[config.mk]
export PLATFORM = sky130hd
export DESIGN_NAME = rx_stream_arbiter
export DESIGN_NICKNAME = d
export VERILOG_FILES = /design/src/rtl/rx_stream_arbiter.sv
export SDC_FILE = /design/constraint.sdc
export NUM_CORES = 1
export LEC_CHECK = 0
export ABC_AREA = 0
export BUFFER_PORTS_ARGS = -buffer_cell sky130_fd_sc_hd__buf_2
export CAP_MARGIN = 20
export CORE_AREA = 2 2 308 310
export DETAILED_ROUTE_END_ITERATION = 12
export DIE_AREA = 0 0 310 312
export SYNTH_ARGS = -nofsm -noshare
export SYNTH_HDL_FRONTEND = slang
export SYNTH_SLANG_ARGS = --single-unit
[constraint.sdc]
create_clock -name clk -period 6.5 [get_ports clk]
set_input_delay 1.3 -clock clk [delete_from_list [all_inputs] [get_ports clk]]
set_output_delay 1.3 -clock clk [all_outputs]
set_load 0.005 [all_outputs]
[src/rtl/rx_stream_arbiter.sv]
// Round-robin arbiter sharing one output word path between NMODULES FWFT streams, with per-source word counters.
// Latency: 1 cycle from input pop to out_valid; each regrant costs one idle cycle.
// Backpressure: in_ready is withheld while the output register is full and not draining; stalls never rotate the grant.
module rx_stream_arbiter #(
    parameter int NMODULES  = 4,
    parameter int LENGTH    = 128,
    parameter int MAX_BURST = 16,
    parameter int SRC_W     = (NMODULES > 1) ? $clog2(NMODULES) : 1
) (
    input  logic                   clk,
    input  logic                   rst_n,
    input  logic [NMODULES-1:0]    in_valid,
    input  logic [NMODULES*LENGTH-1:0] in_data,
    output logic [NMODULES-1:0]    in_ready,
    input  logic [NMODULES-1:0]    enable,
    output logic                   out_valid,
    input  logic                   out_ready,
    output logic [LENGTH-1:0]      out_data,
    output logic [SRC_W-1:0]       out_src,
    input  logic                   clear_counts,
    output logic [NMODULES*32-1:0] word_count
);

    localparam int BURST_W = (MAX_BURST > 1) ? $clog2(MAX_BURST) : 1;
    localparam logic [BURST_W-1:0] BURST_LAST = BURST_W'(MAX_BURST - 1);

    typedef enum logic {IDLE = 1'b0, GRANT = 1'b1} state_t;

    state_t              state_q, state_d;
    logic [SRC_W-1:0]    grant_q, grant_d;
    logic [SRC_W-1:0]    ptr_q, ptr_d;
    logic [BURST_W-1:0]  burst_q, burst_d;
    logic                out_valid_q;
    logic [LENGTH-1:0]   out_data_q;
    logic [SRC_W-1:0]    out_src_q;
    logic [31:0]         cnt_q [NMODULES];

    logic [NMODULES-1:0] req;
    logic [NMODULES-1:0] gsel;
    logic [LENGTH-1:0]   g_data;
    logic                g_valid, g_en;
    logic                space, xfer, hs, hit;
    logic [SRC_W-1:0]    hit_idx, grant_inc;

    // Decode the granted stream and find the first requester at or after ptr
    always_comb begin
        req     = in_valid & enable;
        gsel    = '0;
        g_data  = '0;
        hit     = 1'b0;
        hit_idx = '0;
        for (int k = 0; k < NMODULES; k++) begin
            if (grant_q == SRC_W'(k)) begin
                gsel[k] = 1'b1;
                g_data  = in_data[k*LENGTH +: LENGTH];
            end
        end
        for (int i = 0; i < NMODULES; i++) begin
            for (int k = 0; k < NMODULES; k++) begin
                if (!hit && req[k] && (k == ((int'(ptr_q) + i) % NMODULES))) begin
                    hit     = 1'b1;
                    hit_idx = SRC_W'(k);
                end
            end
        end
        g_valid   = |(in_valid & gsel);
        g_en      = |(enable & gsel);
        grant_inc = (grant_q == SRC_W'(NMODULES - 1)) ? '0 : grant_q + 1'b1;
        space     = ~out_valid_q | out_ready;
        in_ready  = ((state_q == GRANT) && g_en && space) ? gsel : '0;
        xfer      = |(in_valid & in_ready);
        hs        = out_valid_q & out_ready;
    end

    // Arbitration FSM next state: grant on a search hit, release on burst end, empty source or mask drop
    always_comb begin
        state_d = state_q;
        grant_d = grant_q;
        ptr_d   = ptr_q;
        burst_d = burst_q;
        case (state_q)
            IDLE: begin
                if (hit) begin
                    grant_d = hit_idx;
                    burst_d = '0;
                    state_d = GRANT;
                end
            end
            GRANT: begin
                if (!g_en) begin
                    state_d = IDLE;
                    ptr_d   = grant_inc;
                end else if (space) begin
                    if (!g_valid || (burst_q == BURST_LAST)) begin
                        state_d = IDLE;
                        ptr_d   = grant_inc;
                        burst_d = '0;
                    end else begin
                        burst_d = burst_q + 1'b1;
                    end
                end
            end
            default: state_d = IDLE;
        endcase
    end

    // Arbitration state registers
    always_ff @(posedge clk or negedge rst_n) begin
        if (!rst_n) begin
            state_q <= IDLE;
            grant_q <= '0;
            ptr_q   <= '0;
            burst_q <= '0;
        end else begin
            state_q <= state_d;
            grant_q <= grant_d;
            ptr_q   <= ptr_d;
            burst_q <= burst_d;
        end
    end

    // Output register: load on transfer, empty on handshake without a new word, hold otherwise
    always_ff @(posedge clk or negedge rst_n) begin
        if (!rst_n) begin
            out_valid_q <= 1'b0;
            out_data_q  <= '0;
            out_src_q   <= '0;
        end else if (xfer) begin
            out_valid_q <= 1'b1;
            out_data_q  <= g_data;
            out_src_q   <= grant_q;
        end else if (hs) begin
            out_valid_q <= 1'b0;
        end
    end

    // Per-source delivered word counters; clear takes priority over a coincident handshake
    always_ff @(posedge clk or negedge rst_n) begin
        if (!rst_n) begin
            for (int k = 0; k < NMODULES; k++) cnt_q[k] <= '0;
        end else begin
            for (int k = 0; k < NMODULES; k++) begin
                if (clear_counts) begin
                    cnt_q[k] <= '0;
                end else if (hs && (out_src_q == SRC_W'(k))) begin
                    cnt_q[k] <= cnt_q[k] + 32'd1;
                end
            end
        end
    end

    // Flatten counters onto the status bus
    always_comb begin
        word_count = '0;
        for (int k = 0; k < NMODULES; k++) word_count[k*32 +: 32] = cnt_q[k];
    end

    assign out_valid = out_valid_q;
    assign out_data  = out_data_q;
    assign out_src   = out_src_q;

endmodule
After elaboration in Yosys (flattened, before gate mapping) --
Cells that the tools add are included.
Storage, ports and cells: register bits after elaboration 268, output and inout port bits 263
Cells by class: $add $sub $neg 9, eq/ne operators 24, multiplexer cells 64, bitwise gates (word level) 11, reductions and logical operators 74
Operator list (count):
- 128-bit two-way mux | 4
- 32-bit two-way mux | 8
- 32-bit by 1-bit adder with 32-bit output, second input constant | 4
- 32-bit zero test | 4
- 1-bit logical AND | 37
- 2-bit two-way mux | 18
- 1-bit two-way mux | 27
- 4-bit two-way mux | 5
- 3-bit == test, first input constant | 6
- 4-bit bitwise AND | 4
- 1-bit zero test | 16
- 4-bit OR reduction | 3
- 2-bit nonzero test | 5
- 2-bit by 3-bit == test with 1-bit output, first input constant | 3
- 2-bit == test, second input constant | 4
- 2-bit by 1-bit != test with 1-bit output, second input constant | 4
- 4-bit one-hot mux with 2 select lines | 1
- 3-bit AND reduction | 2
- 2-bit OR reduction | 3
- 2-bit by 1-bit adder with 2-bit output, second input constant | 2
- 2-bit adder, second input constant | 2
- 4-bit by 1-bit adder with 4-bit output, second input constant | 1
- 2-bit by 1-bit == test with 1-bit output, second input constant | 2
- 2-bit == test, first input constant | 2
- 11 further kinds | 15

Logic depth before layout (Yosys ltp) --
Gate-level depths: netlist of the first run.
word-level depth 65, mapped depth 11, gate-level depth less buffers 7

Least setup slack after synthesis of the first run --
Ideal clock, no wire load.
path type input-to-output, start point in enable[1], end point out in_ready[0], arrival 1970 ps, data required time 5200 ps, path slack 3230 ps, cell stages on the path 3, cells stage by stage a22oi_1 -> a211oi_2 -> and2_1
On the way: word-level cells in the longest chain between the ends 5
Ends and longest elaborated chain:
- from (decl) | RTL line 15 | input logic [NMODULES-1:0] enable,
- 4-bit bitwise AND | RTL line 67 | g_en = |(enable & gsel);
- 4-bit OR reduction | RTL line 67
- 1-bit logical AND (2 in a row) | RTL line 70 | in_ready = ((state_q == GRANT) && g_en && space) ? gsel : '0;
- 4-bit two-way mux | RTL line 70
- to (decl) | RTL line 14 | output logic [NMODULES-1:0] in_ready,
No other way between the ends.

Worst setup path in the final report of the first run --
start point reg grant_q[0], end point out in_ready[1]
On the way: word-level cells in the longest chain between the ends 7, elaborated cells between the ends (all ways) 13, classes of those cells eq/ne: 3; mux: 5; bitwise: 1; reduce/logical: 4
Ends and longest elaborated chain:
- from (decl) | RTL line 30 | logic [SRC_W-1:0] grant_q, grant_d;
- from (signal assigned) | RTL line 116 | grant_q <= grant_d;
- 2-bit by 1-bit == test with 1-bit output, or another cell as far along | RTL line 53 | if (grant_q == SRC_W'(k)) begin
- 1-bit two-way mux | RTL line 53
- 4-bit bitwise AND | RTL line 67
- 4-bit OR reduction | RTL line 67
- 1-bit logical AND (2 in a row) | RTL line 70
- 4-bit two-way mux * | RTL line 70
Mark *: on every way between the ends. The rest lies on a longest branch, timed or not.

==> impl_metrics.py, run 1 <==
metrics = {
    "timing": {
        "finalHoldViolations": 0,
        "fmax_mhz": 228,
        "slew_violations": 0,
        "period_share_pct": 67.5,
        "relSlewSlack_pct": 29.2,
        "fin_tns_setup_ns": 0,
        "rsz0062_at_grt": "false",
        "setup_viol": 0,
        "skew_ns": 0.0232,
        "tightest_slew_ns": 1.05,
        "period_minus_slack_ns": 4.39,
    },
    "grt": {
        "grt_max_degree": 127,
        "grt-ovfl-total": 0,
        "antenna_found_initial": 61,
        "groute.layer.met2.usage_pct": 26.8,
        "grt-busiest-layer": "met2",
        "grt_pass1_vias": 15900,
        "grtUsageMet3_pct": 5.72,
        "grt_pass1_wl_mm": 114,
        "track_usage_pct": 16.2,
        "gr-usage-met1_pct": 18.9,
    },
    "place": {
        "port_buffers": 786,
        "post_dp_cell_area_mm2": 0.0204,
        "place.gp.congestion": 0.923,
        "hpwl_mm": 65.7,
    },
    "route": {
        "drtIter0Drc": 1293,
        "drt_pre_antenna_iters": 6,
        "drc_errors": 0,
        "routed_via_density": 4.45,
        "antenna_left": 0,
        "wl_per_cell_um": 21.8,
        "routed-via-count": 16700,
        "routed_wirelength_mm": 82.1,
    },
    "synthesis": {
        "synth_cell_types": 48,
        "synthCells": 1749,
        "synth-seq-cells": 268,
        "synth_fp_nets": 2282,
        "syn_avg_cell_area_um2": 8.63,
        "synth_edf_count": 0,
        "synth-seq-area-share_pct": 44.5,
        "ys.flop_type": "dfrtp_1",
        "synth_area_mm2": 0.0151,
        "synth_warnings": 0,
        "async_flop_share_pct": 100,
    },
    "cells_and_area": {
        "fillers": 10400,
        "final_area_mm2": 0.0216,
        "area_delta_synth_final_pct": 43.3,
        "nNetsFinal": 2992,
        "drive_gt1_share_pct": 36.4,
    },
    "die": {
        "dieArea_mm2": 0.0967,
        "start_util_pct": 16.2,
        "die_w_um": 310,
        "rows": 112,
        "coreArea_mm2": 0.0930,
        "die_h_um": 312,
        "io_pins": 787,
    },
    "critical_path": {
        "critPathBufInv": 2,
        "r2r_slack_ns": 2.60,
        "r2r_cells": 8,
        "crit_path_top_delay_cell": "a211oi_2",
        "worstPathMaxFanout": 50,
        "slowest_delay_ns": 0.77,
        "crit_arrival_ns": 3.09,
        "crit_type": "reg2out",
        "r2r-start": "grant_q[0]",
        "start_kind": "flop",
        "required_ns": 5.20,
        "cp-end-kind": "output pin",
        "cpLargestDelayFamily": "compound AO/OA/AOI/OAI gates",
        "path_cells": "inv_1 -> ha_4 -> a22oi_1 -> a211oi_2 -> and2_1 -> buf_2",
        "r2r-end": "out_data[47]",
    },
    "clocking": {
        "clockBufferDepth": 3,
        "cts_setup_buffers": 0,
        "htree_levels": 2,
        "numCtsBuffers": 36,
        "clockRootBuffer": "clkbuf_16",
        "cts-resized-gates": 0,
        "clk_pin_slew_ns": 0.06,
        "tritoncts": "yes",
        "cts_hold_buffers": 0,
        "clock-sinks": 268,
        "clkLatencyLatePin_ns": 0.56,
    },
    "min_path": {
        "hold_start": "out_data[16]",
        "hold_end": "out_data[16]",
        "worstHoldPathType": "reg2reg",
        "hold_depth": 2,
    },
    "power": {
        "ir_drop_uv": 227,
        "power.static_leakage_nw": 10.2,
        "power.density_mw_per_mm2": 390,
    },
    "job": {
        "maxCapViolCount": 0,
    },
    "outcome": {
        "outcome": "completed",
    },
}
-- worst max-delay path by stage --
stage,startpoint,end,slack (ns),depth (start not counted)
after floorplan,enable[1],in_ready[0],3.23,3
final,grant_q[0],in_ready[1],2.11,6
after global routing,grant_q[0],in_ready[0],1.91,6
after detailed placement,enable[1],out_data[47],2.52,7
after CTS,grant_q[0],in_ready[1],2.04,6
after global placement,enable[2],out_data[64],2.57,7
-- routing by layer --
layer	wire length (um)	share of wire [%]
met1	31900	39
met3	7810	9.5
met2	38800	47
met4	3350	4.1
met5	266	0.32
-- cells in the mapped netlist (2+ instances only) --
library cell	n	area [um2]
nand3_1	39	195
and2_1	11	68.8
and4_1	10	87.6
a22oi_1	4	30.0
o21ai_1	10	50.1
nor2_1	120	450
buf_2	17	85.1
xnor2_1	15	131
nor3_1	135	676
nand4_4	2	42.5
or3_1	18	113
o21ai_0	146	731
clkbuf_1	118	443
a221oi_1	128	1120
a31oi_1	2	12.5
or4_1	2	15.0
o31ai_1	3	22.5
nor4_2	2	25.0
and3_1	25	156
nor4_4	2	42.5
a31o_2	5	43.8
nand4_1	53	332
inv_1	11	41.3
buf_1	5	18.8
ha_1	9	113
nand4b_1	3	26.3
nor4_1	3	18.8
nand2_1	183	687
dfrtp_1	268	6710
mux2_2	5	56.3
nor2b_1	133	832
o21a_1	2	15.0
a21oi_1	158	791
nand2b_1	5	31.3
mux2i_1	2	20.0
xor2_1	81	709
nand4_2	3	37.5
-- worst register-to-register path: cells and delay by family, from the launching register on --
family                     cells  cell delay, ns
and+or+nand+nor                2            0.83
AOI/OAI and AO/OA              3            1.08
adders and majority gates      1            0.60
buffers and inverters          2            0.76
DFF                            1            0.47
-- cell usage in the layout (no fill, tap or decap), types with 4 or more instances in the layout --
cell / synthesis / final
nand4_1: 53 / 53
buf_4: 0 / 23
o21ai_1: 10 / 10
nor2b_1: 133 / 132
nand3_1: 39 / 39
a22oi_1: 4 / 4
nor2_1: 120 / 120
and4_1: 10 / 10
diode_2: 0 / 19
clkinv_2: 0 / 6
xor2_1: 81 / 81
a221oi_1: 128 / 126
mux2_2: 5 / 5
dfrtp_1: 268 / 268
clkbuf_1: 118 / 5
buf_2: 17 / 784
o21ai_0: 146 / 146
a21oi_1: 158 / 158
and2_1: 11 / 11
xnor2_1: 15 / 15
clkbuf_16: 0 / 36
clkbuf_8: 0 / 7
inv_1: 11 / 11
nand2_1: 183 / 182
nor3_1: 135 / 133
nand2b_1: 5 / 5
ha_1: 9 / 6
and3_1: 25 / 25
a31o_2: 5 / 5
or3_1: 18 / 18
-- area by class of cell --
cell class | count | area, um2 | area share, %
antenna | 19 | 47.5 | 0.220
timing repair buffer | 812 | 4180 | 19.3
tap | 1254 | 1570 | 7.26
inverter | 11 | 41.3 | 0.191
clock inverter | 16 | 188 | 0.868
clock buffer | 48 | 1020 | 4.70
multi-input combinational | 1330 | 7870 | 36.4
sequential | 268 | 6710 | 31.0
-- state kept, by name (all words and copies together), names as in the netlist --
register    flops
out_data      128
word_count    128
burst_q         4
grant_q         2
out_src         2
ptr_q           2
out_valid       1
state_q         1
-- cells by family after synthesis --
logic type	after synthesis	share of synthesized area, %
AOI/OAI and AO/OA	464	19.0
xor gates and xnor gates	96	5.57
adders and majority gates	9	0.746
buffers and inverters	151	3.90
DFF	268	44.5
muxes	7	0.506
and+or+nand+nor	754	25.8
-- power by group --
part	switching [W]	leakage [nW]	internal [W]	total, W
sequential	0.000224	3.60	0.00202	0.00224
combinational	0.00267	6.03	0.00147	0.00414
clock	0.000834	0.594	0.00123	0.00206
total	0.00373	10.2	0.00471	0.00844
-- through the flow --
step           setup WS, ns  hold slack, ns  instances  power (W)  utilization (%)
6_report               2.11           0.471       3758    0.00844             23.2
5_1_grt                1.91           0.491       3752    0.00902             23.2
4_1_cts                2.04           0.479       3737    0.00853             23.2
3_5_place_dp           2.52           0.465       3673    0.00644             21.9
3_3_place_gp           2.57           0.457       3673    0.00637             21.9
2_1_floorplan          3.23           0.445       1749    0.00448                -
Power figures use the tool's default switching activity.
==> run 2: changes to the inputs <==
--- a/config.mk
+++ b/config.mk
@@ -8,9 +8,9 @@
 export ABC_AREA = 0
 export BUFFER_PORTS_ARGS = -buffer_cell sky130_fd_sc_hd__buf_2
 export CAP_MARGIN = 20
-export CORE_AREA = 2 2 308 310
+export CORE_AREA = 2 2 303 305
 export DETAILED_ROUTE_END_ITERATION = 12
-export DIE_AREA = 0 0 310 312
+export DIE_AREA = 0 0 305 307
 export SYNTH_ARGS = -nofsm -noshare
 export SYNTH_HDL_FRONTEND = slang
 export SYNTH_SLANG_ARGS = --single-unit
==> constraint.sdc (replaced) <==
create_clock -name clk -period 4.2 [get_ports clk]
set_input_delay 0.84 -clock clk [delete_from_list [all_inputs] [get_ports clk]]
set_output_delay 0.84 -clock clk [all_outputs]
set_load 0.005 [all_outputs]
==> run 2 against run 1 <==
Net effect:
- critical path depth up 1
- largest power group unchanged
- non-clock buffer count up 4
- register-to-register slack worse by 1.6 ns
- count of clock-buffer cells in the layout up 3
- clock skew down 0.010 ns
==> impl_metrics.py, run 2 (synthesis gave the netlist of run 1 again) <==
metrics = {
    "route": {
        "routed_wirelength_mm": 84.7,
        "antenna_left": 0,
        "drt_pre_antenna_iters": 6,
        "routed-via-count": 16900,
        "drc_errors": 0,
        "wl_per_cell_um": 22.9,
        "drtIter0Drc": 1196,
        "routed_via_density": 4.56,
    },
    "cells_and_area": {
        "layout_common_cells": "buf_2 (784), dfrtp_1 (268), nand2_1 (182)",
        "nNetsFinal": 2995,
        "area_delta_synth_final_pct": 42.7,
        "fillers": 10000,
        "final_cells": 3700,
        "final_area_mm2": 0.0215,
        "final_common_cell": "buf_2",
        "drive_gt1_share_pct": 36.2,
    },
    "die": {
        "dieArea_mm2": 0.0936,
        "io_pins": 787,
        "rows": 111,
        "die_h_um": 307,
        "start_util_pct": 16.6,
        "coreArea_mm2": 0.0907,
        "die_w_um": 305,
    },
    "critical_path": {
        "crit_type": "reg2out",
        "r2r_slack_ns": 0.99,
        "cp-end-kind": "output pin",
        "r2r_cells": 8,
        "crit_cells": 7,
        "worstPathMaxFanout": 11,
        "crit_arrival_ns": 2.46,
        "r2r-end": "out_data[1]",
        "cpLargestDelayFamily": "buffers and inverters",
        "start_kind": "flop",
        "critPathBufInv": 3,
        "startpoint": "grant_q[1]",
        "required_ns": 3.36,
        "crit_path_top_delay_cell": "dfrtp_1",
        "slowest_delay_ns": 0.45,
        "r2r-start": "grant_q[0]",
        "path_cells": "inv_1 -> ha_4 -> a22oi_1 -> a211oi_2 -> buf_4 -> and2_1 -> buf_2",
    },
    "outcome": {
        "outcome": "completed",
    },
    "place": {
        "hpwl_mm": 67.6,
        "place.gp.congestion": 0.930,
        "placed_cells": 3610,
        "port_buffers": 786,
        "post_dp_cell_area_mm2": 0.0203,
    },
    "power": {
        "clkPwrFrac_pct": 24.3,
        "p_sw_w": 0.00543,
        "power.share.combinational_pct": 48.2,
        "p_int_w": 0.00721,
        "power_w": 0.0126,
        "power.static_leakage_nw": 10.2,
        "seqPwrFrac_pct": 27.6,
        "sw_frac_of_total_pct": 43.0,
        "power.density_mw_per_mm2": 587,
        "ir_drop_uv": 451,
    },
    "grt": {
        "grt_pass1_vias": 16000,
        "track_usage_pct": 17.3,
        "grt_max_degree": 170,
        "grt-ovfl-total": 0,
        "antenna_found_initial": 64,
        "grt_pass1_wl_mm": 118,
    },
    "clocking": {
        "clockBufferDepth": 3,
        "numCtsBuffers": 35,
        "cts_hold_buffers": 0,
        "clock-sinks": 268,
        "cts_setup_buffers": 0,
        "clkLatencyLatePin_ns": 0.55,
        "clockRootBuffer": "clkbuf_16",
        "cts-resized-gates": 0,
        "htree_levels": 2,
        "tritoncts": "yes",
        "clk_pin_slew_ns": 0.06,
    },
    "timing": {
        "period_minus_slack_ns": 3.30,
        "slew_violations": 0,
        "rsz0062_at_grt": "false",
        "fmax_mhz": 303,
        "setup_viol": 0,
        "tightest_slew_ns": 1.10,
        "fin_tns_setup_ns": 0,
        "period_share_pct": 78.5,
        "hold_slack_ns": 0.268,
        "relSlewSlack_pct": 26.4,
        "skew_ns": 0.0132,
        "finalHoldViolations": 0,
    },
    "min_path": {
        "worstHoldPathType": "in2async",
    },
    "job": {
        "maxCapViolCount": 0,
    },
}
==> run 2: cell types whose count changed in the layout (fill, tap and decap cells not counted) <==
cell and delta:
clkinv_2 -2, buf_4 +3, clkbuf_4 -1, clkbuf_1 +3
diode_2 +8, a221oi_2 -1, clkbuf_2 +1, clkinv_4 -2
bufinv_16 -1, nor3_2 -2, nor3_1 +2, a221oi_1 +1
buf_12 +1
==> run 2: through the flow <==
stage	utilization, %	setup WS, ns
floorplan	-	1.85
global placement	22.4	1.07
detailed placement	22.4	0.915
CTS	23.7	0.835
global route	23.7	0.649
finish	23.7	0.902
==> run 2: power by group through the flow <==
stage | registers (W) | logic, W | clock network (W)
after floorplan | 0.00349 | 0.00344 | 0
after global placement | 0.00351 | 0.00607 | 0
after detailed placement | 0.00352 | 0.00616 | 0
after CTS | 0.00348 | 0.00616 | 0.00319
after global routing | 0.00354 | 0.00674 | 0.00329
final | 0.00348 | 0.00609 | 0.00306
==> run 2: worst max path at each step <==
stage	slack, ns	end
3_5_place_dp	0.91	out_data[1]
6_report	0.90	in_ready[3]
3_3_place_gp	1.07	out_data[2]
4_1_cts	0.84	in_ready[1]
5_1_grt	0.65	out_data[2]
2_1_floorplan	1.85	in_ready[0]
==> run 2: cell type report <==
type / instances / area (um2) / share of cell area (%)
inverters: 11 / 41.3 / 0.192
clock inverters: 11 / 130 / 0.604
multi-input cells: 1330 / 7860 / 36.5
well taps: 1186 / 1480 / 6.89
repair buffers: 816 / 4220 / 19.6
flip-flops and latches: 268 / 6710 / 31.1
diodes: 27 / 67.6 / 0.314
clock buffers: 51 / 1030 / 4.77
==> run 2: worst register-to-register path, stage by stage, from the launching register on <==
cell,delay [ns]
dfrtp_1,0.46
inv_1,0.18
ha_1,0.28
nor2b_4,0.77
buf_12,0.36
a221oi_1,0.15
nor3_1,0.66
a21oi_1,0.07
o21ai_0,0.19
==> run 2: per-layer routing <==
metal	GRT usage, %	part of all wire (%)	wire length, um	vias to the layer above
met4	8.45	4.7	3980	48
met2	27.4	46	38800	827
met5	0	0.36	308	-
met1	20.6	40	33500	7998
met3	6.35	9.5	8070	196
li1	-	-	-	7798
